## config.mk

```make
export PLATFORM = sky130hd
export DESIGN_NAME = uart_tx_piso_flat
export DESIGN_NICKNAME = d
export VERILOG_FILES = /design/src/rtl/uart_tx_piso_if.sv /design/src/rtl/uart_tx_piso.sv /design/src/flat_wrapper.sv
export SDC_FILE = /design/constraint.sdc
export NUM_CORES = 1
export LEC_CHECK = 0
export ABC_CLOCK_PERIOD_IN_PS = 4200
export BUFFER_PORTS_ARGS = -buffer_cell sky130_fd_sc_hd__buf_4
export CELL_PAD_IN_SITES_DETAIL_PLACEMENT = 1
export CELL_PAD_IN_SITES_GLOBAL_PLACEMENT = 1
export CORE_ASPECT_RATIO = 2
export CORE_MARGIN = 3
export CORE_UTILIZATION = 34
export CTS_CLUSTER_DIAMETER = 60
export DETAILED_ROUTE_END_ITERATION = 12
export GPL_ROUTABILITY_DRIVEN = 1
export PLACE_DENSITY = 0.62
export SLEW_MARGIN = 15
export SYNTH_ARGS = -nofsm -noshare
export SYNTH_HDL_FRONTEND = slang
export SYNTH_SLANG_ARGS = --single-unit
```

## constraint.sdc

```tcl
create_clock -name i_Clk -period 4.2 [get_ports i_Clk]
set_input_delay 0.63 -clock i_Clk [delete_from_list [all_inputs] [get_ports i_Clk]]
set_output_delay 0.63 -clock i_Clk [all_outputs]
set_load 0.005 [all_outputs]
```

## src/rtl/uart_tx_piso_if.sv

```systemverilog
// UART transmit framer bus: baud enable, send handshake,
// frame options and serial line status.
interface uart_tx_piso_if #(
  parameter int DATA_WIDTH = 8
);
  logic                  i_BaudTick;
  logic                  i_Send;
  logic [DATA_WIDTH-1:0] i_DataIn;
  logic [1:0]            i_ParityType;
  logic                  i_StopBits;
  logic                  o_DataTx;
  logic                  o_Ready;
  logic                  o_Busy;
  logic                  o_Done;

  modport master (
    output i_BaudTick,
    output i_Send,
    output i_DataIn,
    output i_ParityType,
    output i_StopBits,
    input  o_DataTx,
    input  o_Ready,
    input  o_Busy,
    input  o_Done
  );

  modport slave (
    input  i_BaudTick,
    input  i_Send,
    input  i_DataIn,
    input  i_ParityType,
    input  i_StopBits,
    output o_DataTx,
    output o_Ready,
    output o_Busy,
    output o_Done
  );
endinterface

```

## src/rtl/uart_tx_piso.sv

```systemverilog
// UART transmit framer / PISO shifter: start, LSB-first data,
// optional parity, 1 or 2 stop bits, one bit per baud tick.
module uart_tx_piso #(
  parameter int DATA_WIDTH = 8
) (
  input logic          i_Clk,
  input logic          i_ResetN,
  uart_tx_piso_if.slave bus
);
  localparam int CW = $clog2(DATA_WIDTH);

  typedef enum logic [2:0] {
    S_IDLE,
    S_ARM,
    S_START,
    S_DATA,
    S_PAR,
    S_STOP
  } state_t;

  state_t                r_State;
  logic [DATA_WIDTH-1:0] r_Shift;
  logic [CW-1:0]         r_BitCnt;
  logic                  r_StopCnt;
  logic                  r_Stop2;
  logic                  r_ParEn;
  logic                  r_ParBit;
  logic                  r_DataTx;
  logic                  r_Ready;
  logic                  r_Busy;
  logic                  r_Done;

  always_ff @(posedge i_Clk or negedge i_ResetN) begin
    if (!i_ResetN) begin
      r_State   <= S_IDLE;
      r_Shift   <= '0;
      r_BitCnt  <= '0;
      r_StopCnt <= 1'b0;
      r_Stop2   <= 1'b0;
      r_ParEn   <= 1'b0;
      r_ParBit  <= 1'b0;
      r_DataTx  <= 1'b1;
      r_Ready   <= 1'b1;
      r_Busy    <= 1'b0;
      r_Done    <= 1'b0;
    end else begin
      r_Done <= 1'b0;
      unique case (r_State)
        S_IDLE: begin
          if (bus.i_Send) begin
            r_Shift  <= bus.i_DataIn;
            r_Stop2  <= bus.i_StopBits;
            r_ParEn  <= ^bus.i_ParityType;
            // type 10 = even -> ^data; 01 = odd -> ~^data
            r_ParBit <= bus.i_ParityType[1] ?
                        ^bus.i_DataIn : ~^bus.i_DataIn;
            r_State  <= S_ARM;
            r_Ready  <= 1'b0;
            r_Busy   <= 1'b1;
          end
        end
        S_ARM: begin
          if (bus.i_BaudTick) begin
            r_State  <= S_START;
            r_DataTx <= 1'b0;
          end
        end
        S_START: begin
          if (bus.i_BaudTick) begin
            r_State  <= S_DATA;
            r_DataTx <= r_Shift[0];
            r_Shift  <= r_Shift >> 1;
            r_BitCnt <= '0;
          end
        end
        S_DATA: begin
          if (bus.i_BaudTick) begin
            if (r_BitCnt == CW'(DATA_WIDTH - 1)) begin
              r_StopCnt <= 1'b0;
              if (r_ParEn) begin
                r_State  <= S_PAR;
                r_DataTx <= r_ParBit;
              end else begin
                r_State  <= S_STOP;
                r_DataTx <= 1'b1;
              end
            end else begin
              r_DataTx <= r_Shift[0];
              r_Shift  <= r_Shift >> 1;
              r_BitCnt <= r_BitCnt + CW'(1);
            end
          end
        end
        S_PAR: begin
          if (bus.i_BaudTick) begin
            r_State  <= S_STOP;
            r_DataTx <= 1'b1;
          end
        end
        S_STOP: begin
          if (bus.i_BaudTick) begin
            if (r_StopCnt == r_Stop2) begin
              r_State <= S_IDLE;
              r_Done  <= 1'b1;
              r_Ready <= 1'b1;
              r_Busy  <= 1'b0;
            end else begin
              r_StopCnt <= 1'b1;
            end
          end
        end
        default: begin
          r_State  <= S_IDLE;
          r_DataTx <= 1'b1;
          r_Ready  <= 1'b1;
          r_Busy   <= 1'b0;
        end
      endcase
    end
  end

  assign bus.o_DataTx = r_DataTx;
  assign bus.o_Ready  = r_Ready;
  assign bus.o_Busy   = r_Busy;
  assign bus.o_Done   = r_Done;
endmodule

```

## src/flat_wrapper.sv

```systemverilog
// flat-port wrapper written by rule: the top's interface ports become plain ports
module uart_tx_piso_flat 
#(
  parameter int DATA_WIDTH = 8
)
  (i_Clk, i_ResetN, bus_i_BaudTick, bus_i_Send, bus_i_DataIn, bus_i_ParityType, bus_i_StopBits, bus_o_DataTx, bus_o_Ready, bus_o_Busy, bus_o_Done);
  uart_tx_piso_if #(.DATA_WIDTH(DATA_WIDTH)) bus_i ();
  input logic i_Clk;
  input logic i_ResetN;
  input wire logic [$bits(bus_i.i_BaudTick)-1:0] bus_i_BaudTick;
  input wire logic [$bits(bus_i.i_Send)-1:0] bus_i_Send;
  input wire logic [$bits(bus_i.i_DataIn)-1:0] bus_i_DataIn;
  input wire logic [$bits(bus_i.i_ParityType)-1:0] bus_i_ParityType;
  input wire logic [$bits(bus_i.i_StopBits)-1:0] bus_i_StopBits;
  output wire logic [$bits(bus_i.o_DataTx)-1:0] bus_o_DataTx;
  output wire logic [$bits(bus_i.o_Ready)-1:0] bus_o_Ready;
  output wire logic [$bits(bus_i.o_Busy)-1:0] bus_o_Busy;
  output wire logic [$bits(bus_i.o_Done)-1:0] bus_o_Done;
  assign bus_i.i_BaudTick = bus_i_BaudTick;
  assign bus_i.i_Send = bus_i_Send;
  assign bus_i.i_DataIn = bus_i_DataIn;
  assign bus_i.i_ParityType = bus_i_ParityType;
  assign bus_i.i_StopBits = bus_i_StopBits;
  assign bus_o_DataTx = bus_i.o_DataTx;
  assign bus_o_Ready = bus_i.o_Ready;
  assign bus_o_Busy = bus_i.o_Busy;
  assign bus_o_Done = bus_i.o_Done;
  uart_tx_piso #(.DATA_WIDTH(DATA_WIDTH)) u_core (.i_Clk(i_Clk), .i_ResetN(i_ResetN), .bus(bus_i));
endmodule
```

After elaboration in Yosys (flattened, before gate mapping)
Index checks and enable logic that the tools add are counted.

word-level totals
  register bits = 22
  input port bits = 15
  word-level logic and storage cells = 90

operators by class
  $add $sub $neg = 1
  equal/unequal tests = 17
  multiplexer cells = 43
  bitwise logic cells = 2
  reduce and logical (&&, ||, !) cells = 16

operator list
  kind                 number
  $mux 3               11
  $mux 8               4
  $pmux 8 s3           1
  $mux 1               21
  $pmux 3 s6           1
  $ne 2x2->1 const B   8
  $reduce_and 5->1     3
  $eq 3x3->1 const B   3
  $reduce_and 4->1     2
  $reduce_and 8->1     1
  $reduce_xnor 8->1    1
  $reduce_xor 8->1     1
  $eq 3x2->1 const B   2
  $pmux 1 s3           2
  $pmux 3 s2           1
  $pmux 1 s5           1
  $ne 2x1->1 const B   2
  $reduce_bool 2->1    2
  $reduce_or 4->1      1
  $add 3x1->3 const B  1
  $eq 3x1->1 const B   1
  $logic_not 3->1      1
  $reduce_bool 3->1    1
  $not 1->1            2
  5 further kinds      5

Logic depth before layout (Yosys ltp)
Gate-level depths: netlist of the first run.

  depth after elaboration = 4
  mapped depth = 6
  depth with buffers taken out = 6

Least setup slack after synthesis of the first run
Ideal clock, no wire load.

  path kind = input-to-reg
  from = input bus_i_Send
  to = register u_core.r_Stop2
  setup time = 125 ps
  data arrival time = 1556 ps
  required time = 4075 ps
  slack = 2519 ps
  cell stages on the path = 3
  buffers on the path = 0
  path through = or3b_2 > nor2_4 > mux2_2

between the ends
  word-level cells in the longest chain between the ends = 1

RTL lines
  item                               RTL line            source
  start, declared                    flat_wrapper.sv:11  input wire logic [$bits(bus_i.i_Send)-1:0] bus_i_Send;
  $reduce_and 2->1 (no source line)  n/a
  end signal, assigned               uart_tx_piso.sv:52  r_Stop2 <= bus.i_StopBits;
  end, declared                      uart_tx_piso.sv:25  logic r_Stop2;

No other way between the ends.
A chain may end at the register's enable or synchronous reset.

Worst setup path after layout of the first run
  from = register u_core.r_State[2]
  to = register u_core.r_Shift[4]

between the ends
  word-level cells in the longest chain between the ends = 3
  elaborated cells on any way between the ends = 10
  classes of those cells = eq/ne (6); mux (1); reduce/logical (3)

RTL lines
  item                                                                     RTL line            source
  start, declared                                                          uart_tx_piso.sv:21  state_t r_State;
  start signal, assigned                                                   uart_tx_piso.sv:35  r_State <= S_IDLE;
  start signal, assigned                                                   uart_tx_piso.sv:57  r_State <= S_ARM;
  start signal, assigned                                                   uart_tx_piso.sv:64  r_State <= S_START;
  $eq 3x2->1 / $logic_not 3->1 (equally long branches)                     uart_tx_piso.sv:48  unique case (r_State)
  $ne 2x2->1 (no source line) / $reduce_bool 3->1 (equally long branches)  n/a
  $reduce_and 5->1 (no source line)                                        n/a
  end signal, assigned                                                     uart_tx_piso.sv:51  r_Shift <= bus.i_DataIn;
  end signal, assigned                                                     uart_tx_piso.sv:72  r_Shift <= r_Shift >> 1;
  end signal, assigned                                                     uart_tx_piso.sv:89  r_Shift <= r_Shift >> 1;
  end, declared                                                            uart_tx_piso.sv:22  logic [DATA_WIDTH-1:0] r_Shift;

Several ways; a longest one is shown, not always the timed one.

==> results of run 1 <==
cells in the mapped netlist (2+ instances only):
cell	n	share of area, %
a21oi_1	9	3.5
a22o_1	3	2.0
a31oi_1	3	1.5
buf_2	2	0.77
clkbuf_1	3	0.87
dfrtp_1	20	39
dfstp_2	2	4.1
ha_1	2	1.9
inv_1	5	1.5
mux2_4	14	16
nand2_1	12	3.5
nand4_1	2	0.97
nor2_1	4	1.2
nor2_4	2	1.7
o21ai_0	9	3.5
xnor2_1	6	4.1
xor2_1	2	1.4
layout make-up:
class / count / area [um^2] / area share (%)
clock buffers: 3 / 41.3 / 2.76
inverters: 5 / 18.8 / 1.25
multi-input cells: 85 / 688 / 45.9
flip-flops and latches: 22 / 553 / 36.9
well taps: 49 / 61.3 / 4.09
repair buffers: 18 / 135 / 9.02
worst max-delay path, stage by stage (launching register included):
cell and delay (ns):
dfrtp_1 0.73, nand2b_1 0.52, mux2_4 0.35, mux2_4 0.25
worst paths after layout:
check | slack [ns] | depth (start not counted) | endpoint | startpoint
worst min register to register | 0.48 | 2 | u_core.bus.o_Ready | u_core.bus.o_Ready
worst max register to register | 2.23 | 3 | u_core.r_Shift[4] | u_core.r_State[2]
min in group i_Clk | 0.48 | 2 | u_core.bus.o_Ready | u_core.bus.o_Ready
worst min-delay path | 0.25 | 1 | u_core.r_ParBit | i_ResetN
worst max-delay path | 2.23 | 3 | u_core.r_Shift[4] | u_core.r_State[2]
max in group asynchronous | 3.66 | 1 | u_core.bus.o_Ready | i_ResetN
metal layers:
| layer | wire, um | GRT usage (%) | share of wire (%) | up-vias |
|---|---|---|---|---|
| li1 | - | - | - | 446 |
| met1 | 1140 | 16.3 | 36 | 471 |
| met2 | 1870 | 30.6 | 60 | 16 |
| met3 | 102 | 2.87 | 3.2 | 2 |
| met4 | 27 | 5.54 | 0.86 | 0 |
| met5 | 0 | 0 | 0 | - |
power breakdown:
group          internal, mW  total [mW]  switching [mW]
Combinational         0.209       0.355           0.146
Sequential            0.290       0.363          0.0727
Clock                0.0641       0.134          0.0703
cells in the final DEF, fill, tap and decap left out, drive strengths merged, types with 2 or more instances in the layout:
master and count:
dfrtp 20, buf 18, mux2 15, nand2 12
o21ai 9, a21oi 9, xnor2 6, nor2 6
inv 5, a22o 3, a31oi 3, clkbuf 3
xor2 2, nand4 2, ha 2, dfstp 2
kinds of logic after synthesis:
kind of cell / count (synthesis)
buffers and inverters: 11
multiplexers: 16
adder cells (fa/ha/maj): 2
XOR/XNOR: 9
AO/OA/AOI/OAI: 30
flip-flops: 22
AND/OR/NAND/NOR: 28
metrics by stage:
stage                     hold slack [ns]  instances  total power, mW  cell area (um^2)
after global placement              0.458        179            0.708              1460
after detailed placement            0.468        179            0.727              1460
after floorplan                     0.334        118            0.629              1290
final                               0.253        182            0.853              1500
after global routing                0.257        182            0.921              1500
after CTS                           0.256        182            0.866              1500
==> results.sh, run 1 <==
export IMPL_ys_ff_latch=22
export IMPL_postSynthCellCount=118
export IMPL_yosysWarningCount=0
export IMPL_critical_path_class="register to register"
export IMPL_cts_tree="yes"
export IMPL_cts_buffer_depth=2
export IMPL_ys_flop_type="dfrtp_1"
export IMPL_ys_async_sr_fraction_pct=100
export IMPL_clk_pin_slew_ns=0.08
export IMPL_synthMuxAreaShare_pct=17.9
export IMPL_start_util_pct=35.4
export IMPL_synth_area_per_cell_um2=11.0
export IMPL_grt_pass1_wl_um=5590
export IMPL_nFillCells=441
export IMPL_dp_hpwl_um=2370
export IMPL_synth_top_family_by_area="multiplexers"
export IMPL_fin_skew_ns=0.00587
export IMPL_drive_gt1_share_pct=31.6
export IMPL_grt_max_degree=23
export IMPL_wire_per_inst_um=17.3
export IMPL_fin_crit_sh_pct=46.9
export IMPL_yosysSeqAreaShare_pct=42.8
export IMPL_post_place_ws_ns=2.22
export IMPL_peakVddDrop_mv=0.284
export IMPL_cts_root_buffer_cell="clkbuf_8"
export IMPL_maxSlewHeadroom_pct=60.1
export IMPL_synth_fa_ha_area_share_pct=1.94
export IMPL_routed_via_density=5.14
export IMPL_cts_resized=0
export IMPL_htreeDepth=1
export IMPL_dr_first_iter_drc_count=23
export IMPL_largest_register="u_core.r_Shift"
export IMPL_hold_viol_final=0
export IMPL_worst_ep_required_time_ns=4.35
export IMPL_post_route_util_pct=41.1
export IMPL_largest_register_ffs=8
export IMPL_cts_buffers=3
export IMPL_max_cap_violations=0
export IMPL_drt_pass1_iter_count=4
export IMPL_die_y_um=93.2
export IMPL_cts_setup_buffers=0
export IMPL_grt_pass1_vias=1141
export IMPL_overflow=0
export IMPL_drc=0
export IMPL_clock_fmax_ghz=0.507
export IMPL_syn_num_nets=135
export IMPL_die_w_um=49.6
export IMPL_path_max_fanout=16
export IMPL_cp_start_kind="register"
export IMPL_hold_buffers=0
export IMPL_grt_usage_pct=15.8
export IMPL_io_pins=19
export IMPL_totalWireLength_um=3140
export IMPL_gp_congestion=0.721
export IMPL_antenna_cells=0
export IMPL_reg_top3="u_core.r_Shift (8), u_core.r_BitCnt (3), u_core.r_State (3)"
export IMPL_worst_pin_slew_ns=0.598
export IMPL_areaGrowthSynthToFinish_pct=15.9
export IMPL_final_antenna_net_count=0
export IMPL_clk_latency_ns=0.26
export IMPL_setup_ws_ns=2.23
export IMPL_synth_distinct_cells=35
export IMPL_worstSetupEndpointType="register"
export IMPL_pwr_density_cell_nw_per_um2=569
export IMPL_setup_violations=0
export IMPL_yosys_area_share_simple_pct=12.0
export IMPL_cts_sinks=22
export IMPL_min_path_type="input port to asynchronous set/reset pin"
export IMPL_final_min_clock_period_ns=1.97
export IMPL_synth_edf_count=0
export IMPL_synth_compound_area_share_pct=14.2
export IMPL_io_buffers=18
export IMPL_nets=152
export IMPL_synth_xor_area_share_pct=7.16
export IMPL_status="finished, final reports clean"
export IMPL_rsz0062_at_grt="false"
export IMPL_row_count=31
export IMPL_syn_area_um2=1290
export IMPL_die_area_um2=4620
export IMPL_grt_antenna_before_repair=0
export IMPL_drv_slew=0
export IMPL_core_area_um2=3650
export IMPL_arrival_ns=2.12
export IMPL_finalSetupTns_ns=0
export IMPL_vias=935
export IMPL_leakagePower_nw=0.706
Power figures use the tool's default switching activity.
==> run 2: changes to the inputs <==
- ABC_CLOCK_PERIOD_IN_PS: 4200 -> 1900
- clock period: 4.2 -> 1.9 ns (I/O delays scaled with it)
==> results.sh, run 2 (synthesized netlist as in run 1, its figures left out) <==
export IMPL_status="finished, final reports clean"
export IMPL_nets=157
export IMPL_max_cap_violations=0
export IMPL_pwr_density_cell_nw_per_um2=1260
export IMPL_drv_slew=0
export IMPL_clockPowerShare_pct=17.7
export IMPL_grt_max_degree=23
export IMPL_vias=986
export IMPL_worst_ep_required_time_ns=2.05
export IMPL_grt_usage_pct=15.5
export IMPL_routed_via_density=5.24
export IMPL_reg_top3="u_core.r_Shift (8), u_core.r_BitCnt (3), u_core.r_State (3)"
export IMPL_worstPathCellList="ha_1, ha_1, nand2_1, a31oi_1, nor2_4, mux2_4"
export IMPL_clock_fmax_ghz=0.556
export IMPL_overflow=0
export IMPL_worstSetupEndpointType="register"
export IMPL_arrival_ns=1.95
export IMPL_cts_buffers=3
export IMPL_setup_ws_ns=0.102
export IMPL_worst_pin_slew_ns=0.537
export IMPL_row_count=31
export IMPL_wire_per_inst_um=17.0
export IMPL_layout_commonest_cell="buf_4"
export IMPL_p_comb_share_pct=43.3
export IMPL_critical_path_class="register to register"
export IMPL_hold_viol_final=0
export IMPL_clk_latency_ns=0.27
export IMPL_switchingPower_mw=0.643
export IMPL_dp_hpwl_um=2440
export IMPL_die_area_um2=4620
export IMPL_cp_slowest_stage_delay_ns=0.42
export IMPL_gp_congestion=0.783
export IMPL_grt_antenna_before_repair=0
export IMPL_finalSetupTns_ns=0
export IMPL_post_place_ws_ns=0.123
export IMPL_cp_start_kind="register"
export IMPL_htreeDepth=1
export IMPL_peakVddDrop_mv=0.524
export IMPL_maxSlewHeadroom_pct=64.2
export IMPL_io_buffers=18
export IMPL_setup_violations=0
export IMPL_switching_share_pct=32.9
export IMPL_cts_setup_buffers=0
export IMPL_path_max_fanout=7
export IMPL_cts_root_buffer_cell="clkbuf_8"
export IMPL_grt_pass1_vias=1104
export IMPL_dr_first_iter_drc_count=37
export IMPL_path_delay_family="adder cells"
export IMPL_die_w_um=49.6
export IMPL_drive_gt1_share_pct=33.8
export IMPL_grt_pass1_wl_um=5350
export IMPL_cp_common_cell="ha_1"
export IMPL_die_y_um=93.2
export IMPL_io_pins=19
export IMPL_areaGrowthSynthToFinish_pct=20.0
export IMPL_largest_register_ffs=8
export IMPL_leakagePower_nw=0.737
export IMPL_fin_skew_ns=0.00455
export IMPL_largest_register="u_core.r_Shift"
export IMPL_clk_pin_slew_ns=0.08
export IMPL_slowest_stage="dfrtp_1"
export IMPL_cts_buffer_depth=2
export IMPL_post_route_util_pct=42.6
export IMPL_cts_sinks=22
export IMPL_final_cell_mix="buf_4 (22), dfrtp_1 (20), mux2_4 (14)"
export IMPL_totalWireLength_um=3200
export IMPL_drc=0
export IMPL_p_seq_share_pct=39.0
export IMPL_final_antenna_net_count=0
export IMPL_start_util_pct=35.4
export IMPL_internal_power_mw=1.31
export IMPL_core_area_um2=3650
export IMPL_path_buf_inv=0
export IMPL_min_path_type="input port to register"
export IMPL_antenna_cells=0
export IMPL_rsz0062_at_grt="false"
export IMPL_fin_crit_sh_pct=94.6
export IMPL_drt_pass1_iter_count=4
export IMPL_final_min_clock_period_ns=1.80
export IMPL_cts_tree="yes"
-- run 2: cell count changes in the layout (fill, tap and decap cells not counted), sizes merged --
cell,change
clkbuf,+1
buf,+4
dlygate4sd3,+1
-- run 2: metrics by stage --
stage	instances	hold WS [ns]	total power [mW]	cell area [um^2]
after floorplan	118	-0.0106	1.39	1290
after global placement	183	0.197	1.59	1490
after detailed placement	183	0.202	1.62	1490
after CTS	188	0.245	1.98	1550
after global routing	188	0.240	2.09	1550
final	188	0.245	1.95	1550
-- run 2: worst paths after layout --
check / startpoint / end / slack (ns) / cells past startpoint
worst max register to register: u_core.r_BitCnt[0] / u_core.r_Shift[3] / 0.10 / 6
worst min-delay path: bus_i_StopBits / u_core.r_Stop2 / 0.25 / 2
worst max-delay path: u_core.r_BitCnt[0] / u_core.r_Shift[3] / 0.10 / 6
max in group asynchronous: i_ResetN / u_core.bus.o_Ready / 1.16 / 2
min in group asynchronous: i_ResetN / u_core.r_BitCnt[1] / 0.46 / 2
worst min register to register: u_core.bus.o_Ready / u_core.bus.o_Ready / 0.48 / 2
-- run 2: power by group through the flow --
stage | logic, mW | registers, mW | clock network (mW)
finish | 0.845 | 0.761 | 0.347
global route | 0.928 | 0.787 | 0.379
CTS | 0.859 | 0.765 | 0.353
detailed placement | 0.854 | 0.770 | 0
global placement | 0.827 | 0.760 | 0
floorplan | 0.646 | 0.744 | 0
-- run 2: final cells by class --
class	count	area [um^2]
inverters	5	18.8
repair buffers	23	175
clock buffers	4	55.1
flip-flops and latches	22	553
fillers	446	2090
multi-input cells	85	688
well taps	49	61.3
-- run 2: repair_timing --
action                                 4_1_cts  5_1_grt
setup endpoints to repair                    0        0
resized for setup                            0        0
hold buffers                                 1        0
endpoints found under the hold margin       20        0
-- run 2: worst register-to-register path: cells and delay by family (launching register included) --
family	cells	cell delay (ns)
AND/OR/NAND/NOR	2	0.38
flip-flops	1	0.42
AO/OA/AOI/OAI	1	0.14
multiplexers	1	0.34
adder cells (fa/ha/maj)	2	0.42
-- run 2: per-layer routing --
layer | GRT usage (%) | up-vias | part of all wire, %
met5 | 0 | - | 0
met4 | 7.16 | 0 | 3.0
met1 | 15.0 | 494 | 35
li1 | - | 460 | -
met3 | 3.19 | 7 | 3.8
met2 | 30.0 | 25 | 58
==> run 3: changes to the inputs <==
- CORE_ASPECT_RATIO: 2 -> not set
- SETUP_SLACK_MARGIN: not set -> 0.4
==> results.sh, run 3 (synthesized netlist as in run 1, its figures left out) <==
export IMPL_status="finished, final reports clean"
export IMPL_vias=1015
export IMPL_max_cap_violations=0
export IMPL_largest_register="u_core.r_Shift"
export IMPL_start_util_pct=37.0
export IMPL_nFillCells=390
export IMPL_grt_pass1_wl_um=5180
export IMPL_drc=0
export IMPL_worstPathCellList="ha_2, ha_4, nand2_4, a31oi_4, nor2_4, buf_12, mux2_4"
export IMPL_drive_gt1_share_pct=43.9
export IMPL_reg_top3="u_core.r_Shift (8), u_core.r_BitCnt (3), u_core.r_State (3)"
export IMPL_grt_max_degree=23
export IMPL_drv_slew=0
export IMPL_clock_fmax_ghz=0.632
export IMPL_die_y_um=67.7
export IMPL_pwr_density_cell_nw_per_um2=1250
export IMPL_leakagePower_nw=0.790
export IMPL_finalSetupTns_ns=0
export IMPL_cp_slowest_stage_delay_ns=0.39
export IMPL_antenna_cells=0
export IMPL_dp_hpwl_um=2140
export IMPL_path_buf_inv=1
export IMPL_worstSetupEndpointType="register"
export IMPL_clk_latency_ns=0.27
export IMPL_drt_pass1_iter_count=4
export IMPL_finalInstanceArea_um2=1690
export IMPL_row_count=21
export IMPL_worst_ep_required_time_ns=2.05
export IMPL_die_w_um=67.7
export IMPL_cts_tree="yes"
export IMPL_setup_violations=0
export IMPL_dr_first_iter_drc_count=19
export IMPL_grt_pass1_vias=1138
export IMPL_cts_sinks=22
export IMPL_wire_per_inst_um=15.6
export IMPL_fin_crit_sh_pct=83.2
export IMPL_nets=166
export IMPL_hold_viol_final=0
export IMPL_core_area_um2=3490
export IMPL_layout_commonest_cell="buf_4"
export IMPL_final_antenna_net_count=0
export IMPL_peakVddDrop_mv=0.454
export IMPL_final_min_clock_period_ns=1.58
export IMPL_areaGrowthSynthToFinish_pct=30.4
export IMPL_grt_usage_pct=15.3
export IMPL_htreeDepth=1
export IMPL_totalWireLength_um=3020
export IMPL_fin_skew_ns=0.00675
export IMPL_die_area_um2=4580
export IMPL_min_path_type="input port to register"
export IMPL_overflow=0
export IMPL_cts_root_buffer_cell="clkbuf_8"
export IMPL_arrival_ns=1.73
export IMPL_final_cell_mix="buf_4 (30), dfrtp_1 (19), mux2_4 (14)"
export IMPL_rsz0062_at_grt="true"
export IMPL_io_buffers=18
export IMPL_grt_antenna_before_repair=0
export IMPL_slowest_stage="dfrtp_1"
export IMPL_placed_area_um2=1520
export IMPL_cp_start_kind="register"
export IMPL_gp_congestion=0.795
export IMPL_path_max_fanout=7
export IMPL_cts_buffer_depth=2
export IMPL_cts_buffers=3
export IMPL_maxSlewHeadroom_pct=79.5
export IMPL_io_pins=19
export IMPL_clk_pin_slew_ns=0.08
export IMPL_largest_register_ffs=8
export IMPL_fin_hold_ws_ns=0.243
export IMPL_routed_via_density=5.23
export IMPL_worst_pin_slew_ns=0.307
export IMPL_critical_path_class="register to register"
export IMPL_path_delay_family="flip-flops"
## run 3: through the flow
step | setup slack (ns) | std cells | power (mW) | utilization, %
after global routing | 0.270 | 194 | 2.27 | 48.2
after detailed placement | 0.180 | 180 | 1.65 | 43.4
after CTS | 0.334 | 193 | 2.10 | 47.6
final | 0.319 | 194 | 2.11 | 48.2
after floorplan | 0.322 | 118 | 1.42 | -
after global placement | 0.227 | 180 | 1.61 | 43.4
## run 3: what timing repair did
item / 4_1_cts / 5_1_grt
endpoints found under the setup margin: 8 / 11
resized for setup: 4 / 3
hold buffers: 1 / 0
buffers inserted: 8 / 1
pin swaps: 5 / 3
hold endpoints to repair: 20 / 0
## run 3: final timing paths
path | start | endpoint | slack [ns] | cells past startpoint
setup / recovery | u_core.r_BitCnt[0] | u_core.r_Shift[3] | 0.32 | 7
hold / removal | bus_i_StopBits | u_core.r_Stop2 | 0.24 | 2
setup reg to reg | u_core.r_BitCnt[0] | u_core.r_Shift[3] | 0.32 | 7
hold reg to reg | u_core.bus.o_Ready | u_core.bus.o_Ready | 0.48 | 2
max in group asynchronous | i_ResetN | u_core.bus.o_DataTx | 1.18 | 2
min in group asynchronous | i_ResetN | u_core.r_BitCnt[0] | 0.44 | 2
## run 3: power breakdown
| group | switching, mW | total, mW | leakage (nW) | internal, mW |
|---|---|---|---|---|
| clock | 0.150 | 0.335 | 0.0288 | 0.185 |
| sequential | 0.123 | 0.768 | 0.275 | 0.645 |
| combinational | 0.410 | 1.01 | 0.486 | 0.595 |
| total | 0.684 | 2.11 | 0.790 | 1.43 |
## run 3: area by class of cell
cell class	instances	area [um^2]	area share, %
Multi-Input combinational cell	85	744	44.2
Timing Repair Buffer	32	255	15.1
Tap cell	46	57.6	3.41
Clock buffer	4	55.1	3.27
Sequential cell	22	554	32.9
Inverter	5	18.8	1.11
## run 3: worst reg2reg max path, stage by stage (launching register included)
cell and delay [ns]:
dfrtp_1 0.39, ha_2 0.21, ha_4 0.17, nand2_4 0.06, a31oi_4 0.08, nor2_4 0.11
buf_12 0.14, mux2_4 0.30
## run 3: layer usage
layer | vias to the layer above | global-route usage (%) | wire length, um
met2 | 23 | 26.2 | 1540
met4 | 0 | 6.08 | 43
met3 | 6 | 4.33 | 119
met5 | - | 0 | 0
li1 | 479 | - | -
met1 | 507 | 17.8 | 1310
